[src/rtl/calculator_core.sv]
// Four-digit decimal calculator core: keypad-driven operand entry, multi-cycle
// add/sub/mul/div, then double-dabble conversion onto four BCD display digits.
module calculator_core #(
    parameter int unsigned MAXDIG = 4
) (
    input  logic       clk,
    input  logic       reset,
    input  logic [3:0] num,
    input  logic       numPressed,
    input  logic [2:0] opt,
    input  logic       optPressed,
    input  logic       submit,
    output logic [3:0] num1,
    output logic [3:0] num2,
    output logic [3:0] num3,
    output logic [3:0] num4,
    output logic       busy,
    output logic       done,
    output logic       err
);
    typedef enum logic [2:0] {ENTRY_A, ENTRY_B, CALC, CONV, SHOW, ERROR} state_t;

    state_t      state_q, state_d;
    logic [13:0] a_q, a_d, b_q, b_d, result_q, result_d, dq_q, dq_d, rem_q, rem_d;
    logic [27:0] prod_q, prod_d;
    logic [15:0] disp_q, disp_d, bcd_q, bcd_d;
    logic [2:0]  cnt_a_q, cnt_a_d, cnt_b_q, cnt_b_d;
    logic [1:0]  op_q, op_d;
    logic [3:0]  cyc_q, cyc_d;
    logic        done_q, done_d;

    // Only the highest-priority strobe of a cycle is decoded.
    logic do_opt, do_num, is_clear, is_op, dig_ok, a_room, b_room;
    assign do_opt   = optPressed && !submit;
    assign do_num   = numPressed && !submit && !optPressed;
    assign is_clear = do_opt && (opt == 3'd4);
    assign is_op    = do_opt && !opt[2];
    assign dig_ok   = do_num && (num <= 4'd9);
    assign a_room   = 32'(cnt_a_q) < MAXDIG;
    assign b_room   = 32'(cnt_b_q) < MAXDIG;

    logic [14:0] sum, rem_sh, rem_diff;
    logic [27:0] prod_nxt;
    logic [13:0] rem_nxt, dq_nxt, calc_res;
    logic [15:0] bcd_adj, bcd_nxt;
    logic        qbit, calc_err, calc_last, conv_last;

    always_comb begin
        sum      = {1'b0, a_q} + {1'b0, b_q};
        prod_nxt = prod_q + (b_q[cyc_q] ? ({14'b0, a_q} << cyc_q) : '0);
        rem_sh   = {rem_q, dq_q[13]};
        rem_diff = rem_sh - {1'b0, b_q};
        qbit     = rem_sh >= {1'b0, b_q};
        rem_nxt  = qbit ? rem_diff[13:0] : rem_sh[13:0];
        dq_nxt   = {dq_q[12:0], qbit};
        calc_res = '0;
        calc_err = 1'b0;
        case (op_q)
            2'd0: begin calc_res = sum[13:0];      calc_err = sum > 15'd9999;       end
            2'd1: begin calc_res = a_q - b_q;      calc_err = a_q < b_q;            end
            2'd2: begin calc_res = prod_nxt[13:0]; calc_err = prod_nxt > 28'd9999;  end
            2'd3: begin calc_res = dq_nxt;         calc_err = b_q == '0;            end
        endcase
        calc_last = !op_q[1] || (cyc_q == 4'd13) || (op_q == 2'd3 && b_q == '0);
        conv_last = cyc_q == 4'd13;
        for (int unsigned i = 0; i < 4; i++)
            bcd_adj[i*4 +: 4] = (bcd_q[i*4 +: 4] >= 4'd5) ? bcd_q[i*4 +: 4] + 4'd3 : bcd_q[i*4 +: 4];
        bcd_nxt = {bcd_adj[14:0], dq_q[13]};
    end

    always_ff @(posedge clk or negedge reset) begin
        if (!reset) begin
            state_q  <= ENTRY_A;
            a_q      <= '0;
            b_q      <= '0;
            result_q <= '0;
            dq_q     <= '0;
            rem_q    <= '0;
            prod_q   <= '0;
            disp_q   <= '0;
            bcd_q    <= '0;
            cnt_a_q  <= '0;
            cnt_b_q  <= '0;
            op_q     <= '0;
            cyc_q    <= '0;
            done_q   <= 1'b0;
        end else begin
            state_q  <= state_d;
            a_q      <= a_d;
            b_q      <= b_d;
            result_q <= result_d;
            dq_q     <= dq_d;
            rem_q    <= rem_d;
            prod_q   <= prod_d;
            disp_q   <= disp_d;
            bcd_q    <= bcd_d;
            cnt_a_q  <= cnt_a_d;
            cnt_b_q  <= cnt_b_d;
            op_q     <= op_d;
            cyc_q    <= cyc_d;
            done_q   <= done_d;
        end
    end

    always_comb begin
        state_d = state_q;
        if (is_clear) state_d = ENTRY_A;
        else begin
            case (state_q)
                ENTRY_A: if (is_op) state_d = ENTRY_B;
                ENTRY_B: if (submit) state_d = CALC;
                CALC:    if (calc_last) state_d = calc_err ? ERROR : CONV;
                CONV:    if (conv_last) state_d = SHOW;
                SHOW:    if (is_op) state_d = ENTRY_B;
                         else if (dig_ok) state_d = ENTRY_A;
                default: state_d = state_q;
            endcase
        end
    end

    always_comb begin
        a_d = a_q; b_d = b_q; result_d = result_q; dq_d = dq_q; rem_d = rem_q;
        prod_d = prod_q; disp_d = disp_q; bcd_d = bcd_q; cnt_a_d = cnt_a_q;
        cnt_b_d = cnt_b_q; op_d = op_q; cyc_d = cyc_q; done_d = 1'b0;
        if (is_clear) begin
            a_d = '0; b_d = '0; cnt_a_d = '0; cnt_b_d = '0; disp_d = '0; cyc_d = '0;
        end else begin
            case (state_q)
                ENTRY_A: begin
                    if (is_op) begin
                        op_d = opt[1:0]; b_d = '0; cnt_b_d = '0;
                    end else if (dig_ok && a_room) begin
                        a_d     = a_q * 14'd10 + {10'b0, num};
                        disp_d  = {disp_q[11:0], num};
                        cnt_a_d = cnt_a_q + 3'd1;
                    end
                end
                ENTRY_B: begin
                    if (submit) begin
                        cyc_d = '0; prod_d = '0; rem_d = '0; dq_d = a_q;
                    end else if (is_op) begin
                        if (cnt_b_q == '0) op_d = opt[1:0];
                    end else if (dig_ok && b_room) begin
                        b_d     = b_q * 14'd10 + {10'b0, num};
                        disp_d  = (cnt_b_q == '0) ? {12'b0, num} : {disp_q[11:0], num};
                        cnt_b_d = cnt_b_q + 3'd1;
                    end
                end
                CALC: begin
                    cyc_d  = cyc_q + 4'd1;
                    prod_d = prod_nxt;
                    rem_d  = rem_nxt;
                    dq_d   = dq_nxt;
                    if (calc_last) begin
                        if (calc_err) disp_d = 16'hEEEE;
                        else begin
                            result_d = calc_res; dq_d = calc_res; bcd_d = '0; cyc_d = '0;
                        end
                    end
                end
                CONV: begin
                    bcd_d = bcd_nxt;
                    dq_d  = {dq_q[12:0], 1'b0};
                    cyc_d = cyc_q + 4'd1;
                    if (conv_last) begin
                        disp_d = bcd_nxt; a_d = result_q; cnt_a_d = 3'd4; done_d = 1'b1;
                    end
                end
                SHOW: begin
                    if (is_op) begin
                        op_d = opt[1:0]; b_d = '0; cnt_b_d = '0;
                    end else if (dig_ok) begin
                        a_d = {10'b0, num}; cnt_a_d = 3'd1; disp_d = {12'b0, num};
                    end
                end
                default: ;
            endcase
        end
    end

    always_comb begin
        busy = (state_q == CALC) || (state_q == CONV);
        err  = state_q == ERROR;
        done = done_q;
        {num1, num2, num3, num4} = disp_q;
    end
endmodule

[config.mk]
export PLATFORM = sky130hd
export DESIGN_NAME = calculator_core
export DESIGN_NICKNAME = d
export VERILOG_FILES = /design/src/rtl/calculator_core.sv
export SDC_FILE = /design/constraint.sdc
export NUM_CORES = 1
export LEC_CHECK = 0
export BUFFER_PORTS_ARGS = -buffer_cell sky130_fd_sc_hd__buf_4
export CORE_MARGIN = 2
export CORE_UTILIZATION = 50
export DETAILED_ROUTE_END_ITERATION = 12
export PLACE_DENSITY = 0.76
export SYNTH_ARGS = -nofsm -noshare
export SYNTH_HDL_FRONTEND = slang
export SYNTH_SLANG_ARGS = --single-unit
[constraint.sdc]
create_clock -name clk -period 8.1 [get_ports clk]
set_input_delay 1.62 -clock clk [delete_from_list [all_inputs] [get_ports clk]]
set_output_delay 1.62 -clock clk [all_outputs]
set_load 0.02 [all_outputs]
# Word-level counts from Yosys, hierarchy flattened
# Cells that the tools add are included.
# word_totals
output_inout_bits	19
in_bits	12
ff_bits	146
elab_cells	195
# classes
n_eq_ne	31
n_mul	2
n_shift	1
bitwise	2
n_reduce_logical	39
add_sub_neg	13
n_mux	81
magnitude_cmp	12
# op_table
op	n
two-way mux 14 bit	16
two-way mux 16 bit	14
one-hot mux 14 bit (3 select lines)	2
one-hot mux 16 bit (5 select lines)	1
two-way mux 3 bit	19
two-way mux 28 bit	2
one-hot mux 14 bit (2 select lines)	2
one-hot mux 14 bit (4 select lines)	1
one-hot mux 28 bit (2 select lines)	1
!= test 3 bit (second input constant)	12
one-hot mux 16 bit (2 select lines)	1
adder 14 x 4 -> 14 bit	2
adder 28 bit	1
> comparator 28 x 14 -> 1 bit (second input constant)	1
multiplier 14 x 3 -> 13 bit (second input constant)	2
two-way mux 4 bit	7
<< shifter 14 x 4 -> 28 bit	1
subtractor 14 bit	2
AND reduction 6 bit	3
>= comparator 4 x 3 -> 1 bit (second input constant)	4
adder 14 x 14 -> 15 bit	1
>= comparator 15 x 14 -> 1 bit	1
> comparator 15 x 14 -> 1 bit (second input constant)	1
one-hot mux 3 bit (5 select lines)	1
other kinds (43)	83

# Logic depth before layout (Yosys ltp)
# Gate-level depths: netlist of the first run.
# depth
word_depth	10
ltp_mapped	22
mapped_depth_nobuf	18

# Least setup slack after synthesis of the first run
# No wires, ideal clock.
# synth_path
path_type	register to register
startpoint	reg cyc_q[0]
endpoint	reg disp_q[10]
arrival_ns	5.042
stages_incl_launch_ff	22
required_time_ns	7.978
n_path_buf	4
period_less_slack_ns	5.164
path_slack_ns	2.936
setup_ns	0.122
cell_sequence	dfrtp_1 clkbuf_1 mux4_2 o22ai_1 nand2_1 and2_1 clkbuf_1 a211oi_1 ha_1 buf_2 a21o_1 a21oi_1 or3b_1 o21ai_2 xnor2_1 a311o_1 nor4_1 o2111a_2 nor2_4 o311ai_4 buf_4 o2bb2ai_1
# synth_between
elab_chain_cells	8
elab_cells_between_ends	14
classes_between	add/sub (1); order compare (1); eq/ne (4); shift (1); mux (4); reduce/logical (3)
# synth_rtl
item	line	rtl
from (decl)	29	logic [3:0] cyc_q, cyc_d;
from (signal assigned)	100	cyc_q <= cyc_d;
binary-select mux 1 bit (select 4 bit)	50	prod_nxt = prod_q + (b_q[cyc_q] ? ({14'b0, a_q} << cyc_q) : '0);
two-way mux 1 bit (not written as such)	50	
two-way mux 28 bit	50	
adder 28 bit	50	
> comparator 28 x 14 -> 1 bit	61	2'd2: begin calc_res = prod_nxt[13:0]; calc_err = prod_nxt > 28'd9999; end
one-hot mux 1 bit (4 select lines)	58	case (op_q)
!= test 3 bit (no line)	--	
AND reduction 11 bit (no line) (*)	--	
to (signal assigned)	95	disp_q <= disp_d;
to (decl)	26	logic [15:0] disp_q, disp_d, bcd_q, bcd_d;
# Every way passes the cells marked *; elsewhere a longest branch is shown, timed or not. The select of a mux whose other input is x is not followed.
# A chain may end at the register's enable or synchronous reset.

# Worst setup path after layout of the first run
# layout_path
startpoint	reg cyc_q[0]
endpoint	reg dq_q[0]
# layout_between
elab_chain_cells	9
elab_cells_between_ends	14
classes_between	add/sub (1); order compare (1); eq/ne (1); shift (1); mux (8); reduce/logical (2)
# layout_rtl
item	line	rtl
binary-select mux 1 bit (select 4 bit)	50	
two-way mux 1 bit (not written as such)	50	
two-way mux 28 bit	50	
adder 28 bit	50	
> comparator 28 x 14 -> 1 bit	61	
one-hot mux 1 bit (4 select lines)	58	
two-way mux 14 bit	155	if (calc_err) disp_d = 16'hEEEE;
two-way mux 14 bit (*)	154	if (calc_last) begin
one-hot mux 14 bit (3 select lines) (*)	128	case (state_q)
to (signal assigned)	92	dq_q <= dq_d;
to (decl)	24	logic [13:0] a_q, a_d, b_q, b_d, result_q, result_d, dq_q, dq_d, rem_q, rem_d;
# Marked as above.

==> run summary, run 1 <==
The flow ran to the end, and the final reports show no timing, DRC or antenna violations. After clock tree synthesis, the clock-pin slew on the worst setup and hold paths is 0.07 ns. For the pin with the worst max-slew slack, the measured transition is 1.178 ns. The die is 167.1 um wide. The routed layout has 12090 vias. The cell area power density is 429.3 nW/um2, and the vertical die dimension is 167.1 um.

The maximum fanout along the worst path is 28, and the achievable clock frequency is 0.1498 GHz. For the final routed database, the setup TNS stands at 0 ns. The first global-routing pass estimated 60480 um of wire. Clock tree synthesis found a total of 146 sinks.

On the critical path the largest part of the delay comes from compound AO/OA/AOI/OAI gates. The met3 layer usage reported by global route came out at 0.05133. Counting the fill cells in the layout gives 2371. The critical path contains buffers and inverters numbering 0 combined. The tools report the global router's overall resource usage as 0.2641. Worst setup slack after placement: 1.584 ns. The tools report the portion of the post-synthesis area used by sequential elements as 0.2748. Entering global routing, the biggest net connects 75 pins.

Buffers added to address setup during post-CTS repair amount to 0. The first TritonRoute pass finished after 5 iterations. The smallest setup slack after layout was 1.427 ns. The critical path in this run is classified as flip-flop to flip-flop. The buffer cell driving the clock tree root is clkbuf_16. The signal on the critical path passes through mux4_2, o21ai_0, nand2_1, and2_1, a211oi_1, ha_1, a21oi_1, o211ai_1, a221oi_1, o311ai_0, a22oi_1, nand4b_1, nor4_1, o2111a_2, o21a_1, a21boi_0, o31ai_1. The data required time at the worst endpoint was 8.43 ns; the insertion delay of the later-clocked pin in the worst-skew pair was 0.45 ns. The floorplan has 59 rows.

Summed over all nets, the half-perimeter wirelength after detailed placement is 26740 um. In the synthesized netlist the dominant register cell turns out to be dfrtp_1. The met1 global-route usage was 0.3567. The logs give 1262 for the number of DRC markers after the initial detailed-route iteration and 0.01652 ns for the post-route clock skew.

After detailed routing, the total wire length is 36880 um. The largest single stage delay on the critical path is 1.05 ns. The met2 demand-to-capacity share in global routing came out at 0.4165. The part of the cycle the worst path needs is 0.8239, and the number of placed I/O pins is 31. Remaining antenna violation count: 0. Hold repair after CTS inserted 0 buffers.

Post-synthesis area per instance: 8.545 um2. The nature of the critical path startpoint was a flip-flop. The routability congestion estimate from global placement came out at 0.9631. The top cell types in the final layout, fill and taps aside, are dfrtp_1, nand2_1, o21ai_0, ha_1, nor2_1. Data arrives at the worst endpoint at 7.00 ns. The logs give 0 for the number of maximum-capacitance constraint violations and 11780 for the via count of the first global-routing pass. TritonCTS built the clock tree. After detailed routing, the number of vias per cell comes to 6.415. After synthesis, the netlist uses 93 different library cells. The final layout contains 1682 nets. In this run the most used layer during global routing was met2. The number of gates resized after CTS was 0. Counting every instance in the synthesized netlist gives 1556. The number of antenna diodes in the final layout is 0.

The number of buffers added on ports works out to 30. The number of pins with negative max-slew slack in the final report was 0. Number of antenna violations at the first check in global routing: 0. For this run the aggregate overflow at the end of global routing stands at 0.

IR analysis of the VDD net gives a maximum drop of 0.2826 mV. The number of warnings issued by yosys is 0. The total power draw was 6.162 mW; the total of endpoints with negative setup slack in the final report was 0. STA classifies the critical path endpoint as a flip-flop. After detailed routing, the average wire length per cell comes to 19.57 um.

TritonCTS created 17 clock buffers. The synthesized design contains 146 register bits. The tightest slew margin relative to the limit was 0.2144; the worst-case clock buffer depth was 2. Hold slack: 0.4918 ns. The most common cell after layout, fill and taps aside was dfrtp_1. The cell area after technology mapping was 13300 um2. After detailed routing, the number of remaining DRC violations is 0. The area of the core is 26060 um2, and the share of cells above drive strength 1 is 0.08844. Number of synthesized flops with an enable pin: 0.

The final period demand of the worst path is 6.674 ns, and the leakage power is 6.273 nW. On the critical path, the stage with the largest delay is an instance of dfrtp_1. The total nets after synthesis is 1702, and the initial cell density of the core is 0.5102. Setup repair after global routing left no endpoint under its margin.

CTS built an H-tree with a depth of 4. The worst min-delay path class is flip-flop to flip-flop. The area of the die was 27910 um2; the area added between synthesis and finish was 7.952%. The fraction of synthesis flops using an asynchronous set or reset pin works out to 1.000. The number of hold violations in the final report was 0.
-- per-layer routing --
metal  wire, um  vias to the layer above
li1           -                     5686
met4       1197                        0
met2      16860                      493
met5          0                        -
met1      16030                     5804
met3       2795                      102
-- final cells by class --
cell class	instances	area, um2	area share
clock buffer	17	425.4	0.02964
clock inverter	15	211.5	0.01473
inverter	78	292.8	0.02040
multi-input combinational	1253	9046	0.6303
sequential	146	3654	0.2546
tap	335	419.2	0.02920
timing repair buffer	40	304.0	0.02118
-- flip-flops by register name, summed over array words and instances (netlist names) --
register / flops
cnt_b_q: 3
rem_q: 14
state_q: 3
dq_q: 14
cyc_q: 4
result_q: 14
bcd_q: 16
op_q: 2
prod_q: 28
done: 1
b_q: 14
cnt_a_q: 3
disp_q: 16
a_q: 14
-- tightest hold or removal path: cells and delay by family (launching register included) --
kind               cells  cell delay [ns]
DFF                    1             0.35
AOI/OAI and AO/OA      1             0.06
and+or+nand+nor        1             0.05
-- power breakdown --
| part | internal [mW] | switching (mW) |
|---|---|---|
| Combinational | 1.59 | 2.34 |
| Sequential | 0.975 | 0.413 |
| Clock | 0.424 | 0.418 |
| Total | 2.99 | 3.17 |
-- final timing paths --
kind / startpoint / cells past startpoint / to / slack, ns
min in group asynchronous: reset / 1 / rem_q[10]$_DFFE_PN0P_ / 1.22
worst max register to register: cyc_q[0]$_DFFE_PN0P_ / 17 / dq_q[0]$_DFFE_PN0P_ / 1.43
worst max-delay path: cyc_q[0]$_DFFE_PN0P_ / 17 / dq_q[0]$_DFFE_PN0P_ / 1.43
max in group asynchronous: reset / 2 / cnt_a_q[2]$_DFFE_PN0P_ / 5.46
worst min register to register: prod_q[4]$_DFFE_PN0P_ / 2 / prod_q[4]$_DFFE_PN0P_ / 0.49
worst min-delay path: prod_q[4]$_DFFE_PN0P_ / 2 / prod_q[4]$_DFFE_PN0P_ / 0.49
-- logic make-up (layout without fill, tap and decap cells) --
logic type      Yosys count  after routing  synth area share
compound gates          520            520            0.2623
simple gates            442            442            0.1596
buf+inv                 157            150           0.04781
flops                   146            146            0.2748
fa+ha+maj               134            134            0.1306
xor+xnor                 90             90           0.06136
mux                      67             67           0.06352
-- per-stage QoR --
| step | instances | area, um2 | utilization |
|---|---|---|---|
| 6_report | 1884 | 14350 | 0.5508 |
| 4_1_cts | 1884 | 14350 | 0.5508 |
| 3_5_place_dp | 1852 | 13720 | 0.5263 |
| 3_3_place_gp | 1852 | 13720 | 0.5263 |
| 5_1_grt | 1884 | 14350 | 0.5508 |
| 2_1_floorplan | 1556 | 13300 | - |
-- synth_stat cells (27+ instances only) --
master | count | share of area
clkbuf_1 | 61 | 0.017
nand2_1 | 142 | 0.040
xor2_1 | 27 | 0.018
dfrtp_1 | 146 | 0.27
inv_1 | 75 | 0.021
xnor2_1 | 61 | 0.040
a21oi_1 | 120 | 0.045
nor2_1 | 124 | 0.035
ha_1 | 126 | 0.12
o21ai_0 | 126 | 0.047
mux2i_1 | 36 | 0.027
Power figures use the tool's default switching activity.
==> run 2: changes to the inputs <==
==> constraint.sdc (replaced) <==
create_clock -name clk -period 6.2 [get_ports clk]
set_input_delay 1.24 -clock clk [delete_from_list [all_inputs] [get_ports clk]]
set_output_delay 1.24 -clock clk [all_outputs]
set_load 0.02 [all_outputs]
==> run summary, run 2 (synthesis gave the netlist of run 1 again) <==
The run finished with clean final reports. The floorplan has 59 rows. The run gives 0.2771 as the global router's overall resource usage. The switching portion of total power is 0.5145, and the clock transition at the registers of the reported paths is 0.07 ns.

The H-tree was split into 4 levels. The sum of negative setup slack is 0 ns, and the number of placed I/O pins is 31. The combinational fraction of design power came out at 0.670. Maximum number of pins on one net before global-route repair: 96. Measured along the y axis, the die boundary spans 167.1 um. The total met3 wirelength after detailed routing is 2666 um, and the detailed route wirelength on metal2 is 18090 um. After detailed routing, the number of remaining DRC violations is 0. In this run the worst hold path is classified as flip-flop to flip-flop. The worst-case clock buffer depth came out at 2. The tools report the area of the die as 27910 um2.

TritonCTS built the clock tree. The initial cell density of the core is 0.5102. Internal power comes to 4.021 mW. For this run, the top clock speed supported by timing is 0.1728 GHz.

For this run, the post-layout net count is 1707. The tightest slew margin relative to the limit is 0.2871, and the net switching power figure is 4.262 mW. The final layout contains routed wiring with a total length of 38860 um. In this run, the number of DRC markers left after iteration 0 of detailed routing was 1255.

Data arrives at the worst endpoint at 6.11 ns. The logs give 17 for the number of buffers created by CTS and 0 for the remaining antenna violation count. The number of hold-repair buffers added at the cts stage came out at 0. Number of sinks handled by clock tree synthesis: 146. The tool flagged a number of max-cap violations equal to 0. Nature of the critical path startpoint: a flip-flop.

For this block, wires on met1 add up to 16730 um. In the final layout, the registers with the most flip-flops are prod_q: 28 flops, bcd_q: 16 flops, disp_q: 16 flops. The via count of the first global-routing pass was 11830. The run gives 0 as the number of hold violations in the final report. Kind of end point of the critical path: a flip-flop. STA puts the critical path data required time at 6.52 ns.

Leaving out fill and tap cells, the most frequent cells in the layout are dfrtp_1, nand2_1, o21ai_0, ha_1, nor2_1. The share of cells above drive strength 1 works out to 0.1048. Total of endpoints with negative setup slack in the final report: 0. The routability congestion estimate from global placement was 0.9426.

The number of buffers added on ports is 30, and the number of pins with negative max-slew slack in the final report is 0. The power share of the sequential group was 0.197; the global-route wire length before repair was 62800 um. Aggregate global routing overflow: 0. The design draws 8.283 mW. For the clock share of power, the log shows 0.134. The final period demand of the worst path works out to 5.786 ns. The area added between synthesis and finish is 9.580%, and the antenna diode instance count is 0. Detailed placement ended at an HPWL of 28380 um.

The number of flip-flops in the largest register was 28. Leaving out fill and tap cells, the most frequent cell in the layout is dfrtp_1. For this block, the via count after detailed routing is 12240. For the pin with the worst max-slew slack, the measured transition is 1.069 ns. The first detailed-routing pass ran for 6 iterations. After detailed routing, the number of vias per cell comes to 6.410. For the number of antenna violations at the first check in global routing, the log shows 0.

The type of the worst setup path is flip-flop to flip-flop. Measured along the x axis, the die boundary spans 167.1 um. In this run the power density over the cells is 568.5 nW/um2.

The register containing the most flip-flops in the final layout is prod_q. In this run the clock root is driven by a clkbuf_16. The core region is 26060 um2. The part of the cycle the worst path needs came out at 0.9332. At the later pin of the worst-skew pair, clock insertion delay measures 0.45 ns.

Of all nets on the critical path, the largest fanout is 13. The post-route clock skew came out at 0.02567 ns. The final routed wire length divided by cell count works out to 20.36 um.

Across the VDD grid, the largest voltage drop is 0.4343 mV. The highest routing layer actually used was met4. The analysis attributes to cell leakage a power of 6.408 nW. Setup repair after global routing left no endpoint under its margin.
run 2: changes by cell type in the layout (fill, tap and decap cells not counted), sizes merged:
cell and change:
buf +25, clkinv -1, inv +1
run 2: path summary, 6_finish.rpt:
| check | start | end | slack [ns] | cells after the start |
|---|---|---|---|---|
| max | b_q[8]$_DFFE_PN0P_ | result_q[10]$_DFFE_PN0P_ | 0.41 | 18 |
| max reg2reg | b_q[8]$_DFFE_PN0P_ | result_q[10]$_DFFE_PN0P_ | 0.41 | 18 |
| min in group asynchronous | reset | prod_q[6]$_DFFE_PN0P_ | 0.91 | 1 |
| min reg2reg | rem_q[13]$_DFFE_PN0P_ | rem_q[13]$_DFFE_PN0P_ | 0.49 | 2 |
| min | rem_q[13]$_DFFE_PN0P_ | rem_q[13]$_DFFE_PN0P_ | 0.49 | 2 |
| max in group asynchronous | reset | b_q[13]$_DFFE_PN0P_ | 3.98 | 2 |
run 2: what timing repair did:
| action | in CTS | in global routing |
|---|---|---|
| setup buffers | 0 | 1 |
| resized for setup | 0 | 4 |
| hold endpoints to repair | 0 | 0 |
| setup endpoints to repair | 0 | 53 |
run 2: cell type report:
class / count / area [um2]
Clock buffer: 17 / 425.4
Clock inverter: 15 / 209.0
Fill cell: 2280 / 11490
Inverter: 78 / 292.8
Multi-Input combinational cell: 1253 / 9065
Sequential cell: 146 / 3654
Tap cell: 335 / 419.2
Timing Repair Buffer: 65 / 504.2
run 2: critical path, cell delays in order (launching register included):
cell      delay [ns]
dfrtp_1         0.47
inv_1           0.12
mux4_2          0.46
o22ai_1         0.20
nand2_1         0.21
and2_1          0.39
a211oi_1        0.29
ha_1            0.41
a21oi_1         0.18
o21ai_0         0.14
a32oi_2         0.44
a211oi_1        0.21
a311oi_1        0.35
xnor2_1         0.13
nor4_1          0.38
o2111a_2        0.40
o21ai_4         0.19
nor2_4          0.30
mux2_2          0.37
run 2: through the flow:
step / util / setup WS [ns] / hold WS, ns / cells / area (um2)
4_1_cts: 0.5576 / 0.2848 / 0.4945 / 1908 / 14530
6_report: 0.5591 / 0.4143 / 0.4897 / 1909 / 14570
3_3_place_gp: 0.5333 / 0.4580 / 0.4675 / 1876 / 13900
3_5_place_dp: 0.5333 / 0.3091 / 0.4750 / 1876 / 13900
5_1_grt: 0.5591 / 0.05052 / 0.5269 / 1909 / 14570
2_1_floorplan: - / 1.036 / 0.4497 / 1556 / 13300
run 2: power by group through the flow:
stage / clock network [mW] / registers (mW) / logic, mW
after floorplan: 0 / 1.59 / 3.98
after global placement: 0 / 1.62 / 5.23
after detailed placement: 0 / 1.62 / 5.37
after CTS: 1.11 / 1.61 / 5.41
after global routing: 1.15 / 1.66 / 6.03
final: 1.11 / 1.63 / 5.55
run 2: metal layers:
metal  vias up  track usage
met2       561       0.4543
met3       107      0.04278
met5         -            0
met4         0       0.1068
li1       5726            -
met1      5843       0.3694
